### config.mk
export PLATFORM = sky130hd
export DESIGN_NAME = c432_key_loader
export DESIGN_NICKNAME = d
export VERILOG_FILES = /design/src/rtl/c432_obf_pkg.sv /design/src/rtl/obf_key_shreg.sv /design/src/rtl/c432_key_loader.sv
export SDC_FILE = /design/constraint.sdc
export NUM_CORES = 1
export LEC_CHECK = 0
export ABC_AREA = 0
export BUFFER_PORTS_ARGS = -buffer_cell sky130_fd_sc_hd__buf_2
export CORE_MARGIN = 3
export CORE_UTILIZATION = 45
export DETAILED_ROUTE_END_ITERATION = 10
export PLACE_DENSITY = 0.66
export SLEW_MARGIN = 5
export SYNTH_ARGS = -nofsm -noshare
export SYNTH_HDL_FRONTEND = slang
export SYNTH_SLANG_ARGS = --single-unit
### constraint.sdc
create_clock -name clk -period 4.28 [get_ports clk]
set_clock_uncertainty 0.1 [all_clocks]
set_input_delay 0.856 -clock clk [delete_from_list [all_inputs] [get_ports clk]]
set_output_delay 0.856 -clock clk [all_outputs]
set_load 0.02 [all_outputs]
### src/rtl/c432_obf_pkg.sv
// Shared definitions for the c432 key-delivery stage: state encoding,
// default parameters and the frame parity check.
package c432_obf_pkg;

    localparam int         KEY_W_DEF     = 2;
    localparam logic [1:0] RESET_KEY_DEF = 2'b10;
    localparam int         MAX_FAIL_DEF  = 3;

    typedef enum logic [2:0] {
        ST_IDLE    = 3'd0,
        ST_SHIFT   = 3'd1,
        ST_CHECK   = 3'd2,
        ST_LOCKED  = 3'd3,
        ST_ERROR   = 3'd4,
        ST_LOCKOUT = 3'd5
    } key_state_e;

    // Even parity over a zero-extended frame: padding zeros leave the XOR
    // unchanged, so one helper serves any key width up to 31 bits.
    function automatic logic key_parity_ok(input logic [31:0] frame);
        return ~(^frame);
    endfunction

endpackage

### src/rtl/obf_key_shreg.sv
// Serial frame capture: KEY_W+1 bit shift register (new bits enter at the
// MSB, so after a full LSB-first frame bit i sits at index i) plus the
// bit counter. done fires on the edge that captures the final frame bit.
module obf_key_shreg
    import c432_obf_pkg::*;
#(
    parameter int KEY_W = KEY_W_DEF
) (
    input  logic           clk,
    input  logic           rst_n,
    input  logic           clr,
    input  logic           en,
    input  logic           sdi,
    output logic [KEY_W:0] frame,
    output logic           done
);

    localparam int               CNT_W    = $clog2(KEY_W + 2);
    localparam logic [CNT_W-1:0] LAST_CNT = CNT_W'(KEY_W);

    logic [KEY_W:0]   sr_reg, sr_next;
    logic [KEY_W:0]   sr_shift;
    logic [CNT_W-1:0] cnt_reg, cnt_next;

    // Right-shift chain feeding the serial input into the MSB.
    genvar gi;
    generate
        for (gi = 0; gi < KEY_W; gi++) begin : g_shift
            assign sr_shift[gi] = sr_reg[gi+1];
        end
    endgenerate
    assign sr_shift[KEY_W] = sdi;

    // Clear wins over shifting, so a restart edge never counts its bit.
    always_comb begin
        sr_next  = sr_reg;
        cnt_next = cnt_reg;
        if (clr) begin
            sr_next  = '0;
            cnt_next = '0;
        end else if (en) begin
            sr_next  = sr_shift;
            cnt_next = cnt_reg + CNT_W'(1);
        end
    end

    // Shift register and counter state.
    always_ff @(posedge clk or negedge rst_n) begin
        if (!rst_n) begin
            sr_reg  <= '0;
            cnt_reg <= '0;
        end else begin
            sr_reg  <= sr_next;
            cnt_reg <= cnt_next;
        end
    end

    assign frame = sr_reg;
    assign done  = en && !clr && (cnt_reg == LAST_CNT);

endmodule

### src/rtl/c432_key_loader.sv
// Key-delivery stage for the locked c432 netlist. Captures a serial key
// frame, checks even parity, and only then exposes the key; otherwise the
// decoy RESET_KEY is driven. MAX_FAIL bad frames in a row lock out until reset.
module c432_key_loader
    import c432_obf_pkg::*;
#(
    parameter int               KEY_W     = KEY_W_DEF,
    parameter logic [KEY_W-1:0] RESET_KEY = RESET_KEY_DEF,
    parameter int               MAX_FAIL  = MAX_FAIL_DEF
) (
    input  logic             clk,
    input  logic             rst_n,
    input  logic             key_start,
    input  logic             key_sen,
    input  logic             key_sdi,
    input  logic             key_clear,
    output logic [KEY_W-1:0] key_out,
    output logic             key_valid,
    output logic             key_err,
    output logic             key_lockout,
    output logic             busy
);

    localparam int                FAIL_W   = $clog2(MAX_FAIL + 1);
    localparam logic [FAIL_W-1:0] FAIL_MAX = FAIL_W'(MAX_FAIL);

    key_state_e        state_reg, state_next;
    logic [KEY_W-1:0]  key_reg, key_next;
    logic [FAIL_W-1:0] fail_reg, fail_next;
    logic [FAIL_W-1:0] fail_inc;
    logic              fail_hit;

    logic              sh_clr;
    logic              sh_en;
    logic              sh_done;
    logic [KEY_W:0]    sh_frame;
    logic              parity_ok;

    // Capture is only live in SHIFT; any start or clear restarts it, and
    // outside SHIFT it is held cleared so every frame begins from zero.
    assign sh_en  = (state_reg == ST_SHIFT) && key_sen;
    assign sh_clr = (state_reg != ST_SHIFT) || key_start || key_clear;

    obf_key_shreg #(
        .KEY_W (KEY_W)
    ) u_shreg (
        .clk   (clk),
        .rst_n (rst_n),
        .clr   (sh_clr),
        .en    (sh_en),
        .sdi   (key_sdi),
        .frame (sh_frame),
        .done  (sh_done)
    );

    assign parity_ok = key_parity_ok(32'(sh_frame));
    assign fail_inc  = (fail_reg == FAIL_MAX) ? fail_reg : fail_reg + FAIL_W'(1);
    assign fail_hit  = (fail_inc == FAIL_MAX);

    // State register.
    always_ff @(posedge clk or negedge rst_n) begin
        if (!rst_n) begin
            state_reg <= ST_IDLE;
        end else begin
            state_reg <= state_next;
        end
    end

    // Next-state logic; key_clear takes priority everywhere but LOCKOUT.
    always_comb begin
        state_next = state_reg;
        case (state_reg)
            ST_IDLE: begin
                if (key_clear)      state_next = ST_IDLE;
                else if (key_start) state_next = ST_SHIFT;
            end
            ST_SHIFT: begin
                if (key_clear)      state_next = ST_IDLE;
                else if (key_start) state_next = ST_SHIFT;
                else if (sh_done)   state_next = ST_CHECK;
            end
            ST_CHECK: begin
                if (key_clear)      state_next = ST_IDLE;
                else if (parity_ok) state_next = ST_LOCKED;
                else if (fail_hit)  state_next = ST_LOCKOUT;
                else                state_next = ST_ERROR;
            end
            ST_LOCKED: begin
                if (key_clear)      state_next = ST_IDLE;
            end
            ST_ERROR: begin
                if (key_clear)      state_next = ST_IDLE;
                else if (key_start) state_next = ST_SHIFT;
            end
            ST_LOCKOUT: begin
                state_next = ST_LOCKOUT;
            end
            default: begin
                state_next = ST_IDLE;
            end
        endcase
    end

    // Key and fail-count updates: the key register only ever holds the
    // decoy or a fully checked frame, never partial shift data.
    always_comb begin
        key_next  = RESET_KEY;
        fail_next = fail_reg;
        if ((state_reg == ST_CHECK) && !key_clear) begin
            if (parity_ok) begin
                key_next  = sh_frame[KEY_W-1:0];
                fail_next = '0;
            end else begin
                fail_next = fail_inc;
            end
        end else if ((state_reg == ST_LOCKED) && !key_clear) begin
            key_next = key_reg;
        end
    end

    // Key output and fail counter registers.
    always_ff @(posedge clk or negedge rst_n) begin
        if (!rst_n) begin
            key_reg  <= RESET_KEY;
            fail_reg <= '0;
        end else begin
            key_reg  <= key_next;
            fail_reg <= fail_next;
        end
    end

    // Status outputs decoded from the registered state.
    always_comb begin
        key_out     = key_reg;
        key_valid   = (state_reg == ST_LOCKED);
        key_err     = (state_reg == ST_ERROR);
        key_lockout = (state_reg == ST_LOCKOUT);
        busy        = (state_reg == ST_SHIFT) || (state_reg == ST_CHECK);
    end

endmodule
# Yosys cells after proc, flatten, opt, wreduce, memory -nomap -nowiden
# Index checks and enable logic that the tools add are counted.
# Widths: inputs -> output; s select.
# op_classes
reduce_logical,15
n_mux,19
n_eq_ne,13
n_addsub,2
# op_table
cell,count
$reduce_xor 32->1,1
$mux 3,10
$pmux 3 s5,1
$mux 2,7
$eq 2x2->1 const B,3
$eq 3x2->1 const B,2
$eq 3x3->1 const B,2
$ne 3x1->1 const B,2
$logic_and 1x1->1,5
$add 2x1->2 const B,2
$ne 2x2->1 const B,2
$ne 4x4->1 const B,1
$eq 3x1->1 const B,1
$logic_not 3->1,1
$logic_or 1x1->1,3
$reduce_and 3->1,1
$logic_not 1->1,2
$reduce_bool 2->1,1
$reduce_or 2->1,1
$mux 1,1
# word_totals
elab_cells,54
input_bits,6
ff_bits,12
out_inout_bits,6

# Longest topological paths before layout
# Gate-level depths: netlist of the first run.
# depth
ltp_word,10
ltp_mapped,5
depth_no_buf,5

# Cells and area by module
# From an unflattened synthesis of the first run, not the netlist that was laid out.
# unflattened
hier_cells,77
area_unflattened_um2,728.2
# modules_own_cells
mod,seq_area_each_um2,cells_per_inst,instances,area_per_inst_um2
c432_key_loader,176.4,56,1,493.0
obf_key_shreg,125.1,21,1,235.2

# Worst setup path after synthesis of the first run
# Ideal clock, no wire load.
# synth_timing
path_type,register to output
start,reg state_reg[1]
end,out key_err
path_stages_with_launch,4
path_slack_ns,2.285
n_path_buf,1
t_arrival_ns,1.039
required_ns,3.324
path_cell_list,dfrtp_1 -> buf_2 -> nor2b_1 -> nor2b_1
# synth_via
elab_chain_len,1
# synth_rtl
item,line_no,text
start: declaration,c432_key_loader.sv:27,"key_state_e state_reg, state_next;"
start signal: assignment,c432_key_loader.sv:65,state_reg <= state_next;
$eq 3x3->1,c432_key_loader.sv:136,key_err = (state_reg == ST_ERROR);
end: declaration,c432_key_loader.sv:19,"output logic key_err,"
# No other way between the ends.

# Final worst setup path of the first run
# layout_timing
start,reg state_reg[2]
end,out key_err
# The elaborated chain is that of the path after synthesis.

==> results of run 1 <==
## metal layers
| metal | vias to the layer above | GRT usage | part of all wire |
|---|---|---|---|
| met4 | 0 | 0.0702 | 0.0098 |
| met1 | 226 | 0.208 | 0.50 |
| met3 | 2 | 0.0359 | 0.050 |
| li1 | 269 | - | - |
| met2 | 10 | 0.234 | 0.44 |
| met5 | - | 0 | 0 |
## synth_stat cells
library cell   n  share of area
a211oi_1       1          0.011
a21o_1         1          0.011
a21oi_1        4          0.029
a22oi_1        1          0.011
a31oi_1        1         0.0091
and2_1         1         0.0091
buf_2          2          0.015
clkbuf_1       1         0.0054
dfrtp_1       11           0.40
dfstp_2        1          0.038
ha_1           1          0.018
inv_1          4          0.022
mux2i_1        4          0.058
nand2_1        3          0.016
nand2b_1       1         0.0091
nand3_1        4          0.029
nand4b_1       1          0.013
nor2_1        12          0.065
nor2b_1        3          0.027
nor4b_4        1          0.035
o21ai_0        4          0.029
o22a_1         1          0.013
o22ai_1        1         0.0091
o31ai_2        1          0.018
or3_1          1         0.0091
or4b_4         1          0.020
xnor2_1        2          0.025
xnor3_1        1          0.033
xor2_1         1          0.013
## cells by family (layout without fill, tap and decap cells)
| family | count (synthesis) | count (layout) | share of synthesized area |
|---|---|---|---|
| AO/OA/AOI/OAI | 15 | 15 | 0.140 |
| XOR/XNOR | 4 | 4 | 0.0709 |
| adder cells (fa/ha/maj) | 1 | 1 | 0.0182 |
| buffers and inverters | 7 | 19 | 0.0418 |
| flip-flops | 12 | 12 | 0.438 |
| multiplexers | 4 | 4 | 0.0582 |
| AND/OR/NAND/NOR | 28 | 28 | 0.233 |
## how the worst min path moves through the flow
stage                       end  cells after the start  slack (ps)
3_5_place_dp        fail_reg[0]                      2         400
3_3_place_gp        fail_reg[0]                      2         390
4_1_cts            state_reg[1]                      1         350
5_1_grt            state_reg[1]                      1         350
2_1_floorplan       fail_reg[0]                      2         370
6_report       u_shreg.frame[0]                      1         350
## stage by stage
stage                     worst slack, ps  utilization  instances  power, mW  instance area (um^2)
after floorplan                      2290            -         71      0.153                   688
after global placement               2310        0.548         94      0.164                   748
after detailed placement             2240        0.548         94      0.164                   748
after CTS                            1960        0.567         98      0.235                   774
after global routing                 1880        0.567         98      0.246                   774
final                                1980        0.567         98      0.231                   774
## placed cells by master (no fill, tap or decap), types with 2 or more instances in the layout
cell / n
a21oi_1: 4
buf_2: 11
clkbuf_4: 3
dfrtp_1: 11
inv_1: 4
mux2i_1: 4
nand2_1: 3
nand3_1: 4
nor2_1: 12
nor2b_1: 3
o21ai_0: 4
xnor2_1: 2
## power groups by stage
| stage | Combinational (mW) | Sequential (mW) | Clock (mW) |
|---|---|---|---|
| after global routing | 0.0388 | 0.129 | 0.0782 |
| final | 0.0344 | 0.127 | 0.0697 |
| after detailed placement | 0.0348 | 0.130 | 0 |
| after CTS | 0.0350 | 0.127 | 0.0724 |
| after floorplan | 0.0291 | 0.124 | 0 |
| after global placement | 0.0346 | 0.129 | 0 |
## worst reg2reg max path, stage by stage, from the launching register on
cell and delay (ps):
dfrtp_1 550, or4b_4 640, o31ai_2 260
## cell type report
class,instances,share of cell area
Inverter,4,0.0194
Timing Repair Buffer,11,0.0711
Tap cell,15,0.0242
Clock buffer,4,0.0339
Multi-Input combinational cell,52,0.462
Sequential cell,12,0.389
==> impl_metrics.env, run 1 <==
export IMPL_clk_pin_slew_worst_paths_ps=80
export IMPL_crit_path_max_incr_delay_ps=500
export IMPL_tightest_slew_ps=482
export IMPL_antenna_found_initial=0
export IMPL_grt_pass1_wl_mm=2.24
export IMPL_fin_crit_sh=0.537
export IMPL_rsz0062_at_grt="false"
export IMPL_grt_ovfl_total=0
export IMPL_drtIter0Drc=6
export IMPL_crit_path_start_kind="register"
export IMPL_vdd_drop_max_mv=0.158
export IMPL_crit_chain="nor2b_1, nor2b_1, buf_2"
export IMPL_clockRootBuffer="clkbuf_4"
export IMPL_pwr_share_comb=0.149
export IMPL_drive_above_1_share=0.217
export IMPL_syn_area_um2=688
export IMPL_core_um2=1370
export IMPL_drtAntennaViolNets=0
export IMPL_yosysWarnings=0
export IMPL_final_seq_area_um2=302
export IMPL_drt_pre_antenna_iters=3
export IMPL_ff2ff_path_depth=2
export IMPL_r2r_setup_slack_ps=2650
export IMPL_ys_types=29
export IMPL_synth_seq_cells=12
export IMPL_num_rows=13
export IMPL_fin_setup_tns_ps=0
export IMPL_power_frac_seq=0.550
export IMPL_syn_avg_cell_area_um2=9.69
export IMPL_maxSlewViolCount=0
export IMPL_switching_share=0.272
export IMPL_cts_made_buffers=3
export IMPL_maxCapViolCount=0
export IMPL_worst_path_max_delay_cell="dfrtp_1"
export IMPL_clock_sinks=12
export IMPL_yosysSeqAreaShare=0.438
export IMPL_power_density_nw_per_um2=299
export IMPL_syn_inst=71
export IMPL_slew_headroom=0.678
export IMPL_finalSetupViolations=0
export IMPL_insertion_delay_ps=270
export IMPL_crit_buf_inv=1
export IMPL_r2r_end="fail_reg[0]"
export IMPL_antennaDiodeCount=0
export IMPL_dp_final_hpwl_um=914
export IMPL_cpLargestDelayFamily="flip-flops"
export IMPL_dieArea_um2=2030
export IMPL_grt_pass1_vias=484
export IMPL_intPower_mw=0.168
export IMPL_critical_path_reg2reg_startpoint="state_reg[0]"
export IMPL_post_cts_buffers=0
export IMPL_port_buffers=11
export IMPL_cp_arrival_ps=1340
export IMPL_power_leakage_nw=0.370
export IMPL_timing_fmax_mhz=435
export IMPL_status="complete, no violations"
export IMPL_routedWlPerCell_um=12.5
export IMPL_cts_hold_buf=0
export IMPL_finalCriticalPeriod_ps=2300
export IMPL_critPathRequiredTime_ps=3320
export IMPL_ioPinCount=12
export IMPL_cp_end_kind="output port"
export IMPL_fp_dieH_um=45.1
export IMPL_worstSetupStartpoint="state_reg[2]"
export IMPL_viasPerCell=5.17
export IMPL_fill_cells=131
export IMPL_hold_class="input port to asynchronous set/reset pin"
export IMPL_cts_resized=0
export IMPL_path_max_fanout=8
export IMPL_switchingPower_mw=0.0630
export IMPL_grt_max_degree=16
export IMPL_crit_top_cell="nor2b_1"
export IMPL_fp_dieW_um=45.1
export IMPL_cts_tree="built"
export IMPL_drc=0
export IMPL_worst_path_stages=3
export IMPL_multi_input_comb_area_um2=358
export IMPL_whs_ps=350
export IMPL_clk_path_buf_depth=2
export IMPL_syn_num_nets=78
export IMPL_hold_viol=0
export IMPL_drt_wl_total_mm=1.23
export IMPL_track_usage=0.154
export IMPL_area_growth_pct=12.5
export IMPL_critPathKind="register to output port"
export IMPL_nNetsFinal=91
export IMPL_endpoint="key_err"
export IMPL_start_util=0.504
export IMPL_ctsHtreeMaxLevel=1
export IMPL_gp_congestion=0.808
export IMPL_vias=507
export IMPL_clkPwrFrac=0.301
No activity file was read; power rests on OpenSTA's default activity.
==> run 2: changes to the inputs <==
==> constraint.sdc (replaced) <==
create_clock -name clk -period 2.4 [get_ports clk]
set_clock_uncertainty 0.1 [all_clocks]
set_input_delay 0.48 -clock clk [delete_from_list [all_inputs] [get_ports clk]]
set_output_delay 0.48 -clock clk [all_outputs]
set_load 0.02 [all_outputs]
==> impl_metrics.env, run 2 (synthesis results as in run 1) <==
export IMPL_crit_top_cell="nor2b_1"
export IMPL_critPathKind="register to output port"
export IMPL_hold_viol=0
export IMPL_grt_pass1_vias=481
export IMPL_antenna_found_initial=0
export IMPL_layout_common_cells="12 x nor2_1, 11 x dfrtp_1, 11 x buf_2"
export IMPL_clock_sinks=12
export IMPL_start_util=0.504
export IMPL_grt_max_degree=16
export IMPL_stdcell_count=99
export IMPL_clockRootBuffer="clkbuf_4"
export IMPL_utilization=0.574
export IMPL_crit_chain="nor2b_1, nor2b_1, buf_2"
export IMPL_viasPerCell=5.45
export IMPL_power_leakage_nw=0.374
export IMPL_drtAntennaViolNets=0
export IMPL_insertion_delay_ps=260
export IMPL_cp_end_kind="output port"
export IMPL_cts_resized=0
export IMPL_drt_pre_antenna_iters=4
export IMPL_final_common_cell="nor2_1"
export IMPL_grt_pass1_wl_mm=2.14
export IMPL_worst_path_max_delay_cell="dfrtp_1"
export IMPL_ctsHtreeMaxLevel=1
export IMPL_num_rows=13
export IMPL_area_growth_pct=14.0
export IMPL_dp_final_hpwl_um=935
export IMPL_path_max_fanout=8
export IMPL_port_buffers=11
export IMPL_slew_headroom=0.677
export IMPL_routedWlPerCell_um=12.5
export IMPL_cpLargestDelayFamily="flip-flops"
export IMPL_dieArea_um2=2030
export IMPL_vias=540
export IMPL_dp_cells=94
export IMPL_track_usage=0.149
export IMPL_drive_above_1_share=0.214
export IMPL_maxSlewViolCount=0
export IMPL_drc=0
export IMPL_use_met2=0.215
export IMPL_use_met1=0.202
export IMPL_cts_hold_buf=1
export IMPL_busiest_layer="met2"
export IMPL_rsz0062_at_grt="false"
export IMPL_tightest_slew_ps=484
export IMPL_vdd_drop_max_mv=0.390
export IMPL_antennaDiodeCount=0
export IMPL_status="complete, no violations"
export IMPL_timing_fmax_mhz=522
export IMPL_nNetsFinal=92
export IMPL_critPathRequiredTime_ps=1820
export IMPL_clk_pin_slew_worst_paths_ps=70
export IMPL_cp_arrival_ps=1340
export IMPL_clk_path_buf_depth=2
export IMPL_fin_setup_tns_ps=0
export IMPL_finalCriticalPeriod_ps=1920
export IMPL_maxCapViolCount=0
export IMPL_use_met3=0.0359
export IMPL_crit_path_max_incr_delay_ps=500
export IMPL_grt_ovfl_total=0
export IMPL_finalSetupViolations=0
export IMPL_ioPinCount=12
export IMPL_drtIter0Drc=5
export IMPL_power_density_nw_per_um2=529
export IMPL_fin_crit_sh=0.799
export IMPL_crit_path_start_kind="register"
export IMPL_post_cts_buffers=0
export IMPL_cts_tree="built"
export IMPL_fp_dieH_um=45.1
export IMPL_hold_class="input port to register"
export IMPL_fp_dieW_um=45.1
export IMPL_crit_buf_inv=1
export IMPL_core_um2=1370
export IMPL_cts_made_buffers=3
export IMPL_gp_congestion=0.776
export IMPL_drt_wl_total_mm=1.24
==> run 2: changes by cell type in the layout (fill, tap and decap cells not counted), sizes merged <==
cell,previous run,this run
dlygate4sd3,0,1
==> run 2: metal layers <==
layer,part of all wire,vias to the layer above
met1,0.48,248
met3,0.062,4
met4,0.019,0
met2,0.43,12
li1,-,276
met5,0,-
==> run 2: cell type report <==
cell class,count,area (um^2)
Clock buffer,4,26.3
Timing Repair Buffer,12,65.1
Fill cell,125,582
Sequential cell,12,302
Tap cell,15,18.8
Inverter,4,15.0
Multi-Input combinational cell,52,358
==> run 2: report_power, final <==
part | switching [mW] | internal, mW | leakage [nW]
combinational | 0.0353 | 0.0277 | 0.198
clock | 0.0607 | 0.0642 | 0.0150
sequential | 0.0175 | 0.210 | 0.162
total | 0.113 | 0.302 | 0.374
==> run 2: stage by stage <==
step / total power [mW] / worst slack [ps] / hold WS [ps] / area, um^2
6_report: 0.415 / 483 / 376 / 785
2_1_floorplan: 0.273 / 781 / 84.4 / 688
3_3_place_gp: 0.292 / 805 / 271 / 748
5_1_grt: 0.442 / 373 / 403 / 785
3_5_place_dp: 0.293 / 759 / 270 / 748
4_1_cts: 0.421 / 466 / 375 / 785
==> run 2: worst paths after layout <==
check                                   from                to  slack (ps)  cells past startpoint
worst max-delay path            state_reg[2]           key_err         480                      3
worst min-delay path                 key_sdi  u_shreg.frame[2]         380                      3
worst max register to register  state_reg[0]       fail_reg[0]         780                      2
worst min register to register   fail_reg[0]       fail_reg[0]         420                      2
max in group asynchronous              rst_n        key_out[1]        1400                      2
min in group asynchronous              rst_n      state_reg[2]         530                      2
==> run 2: worst min-delay path, cell delays in order <==
cell,delay (ps)
buf_2,70
mux2i_1,50
nor2_1,90
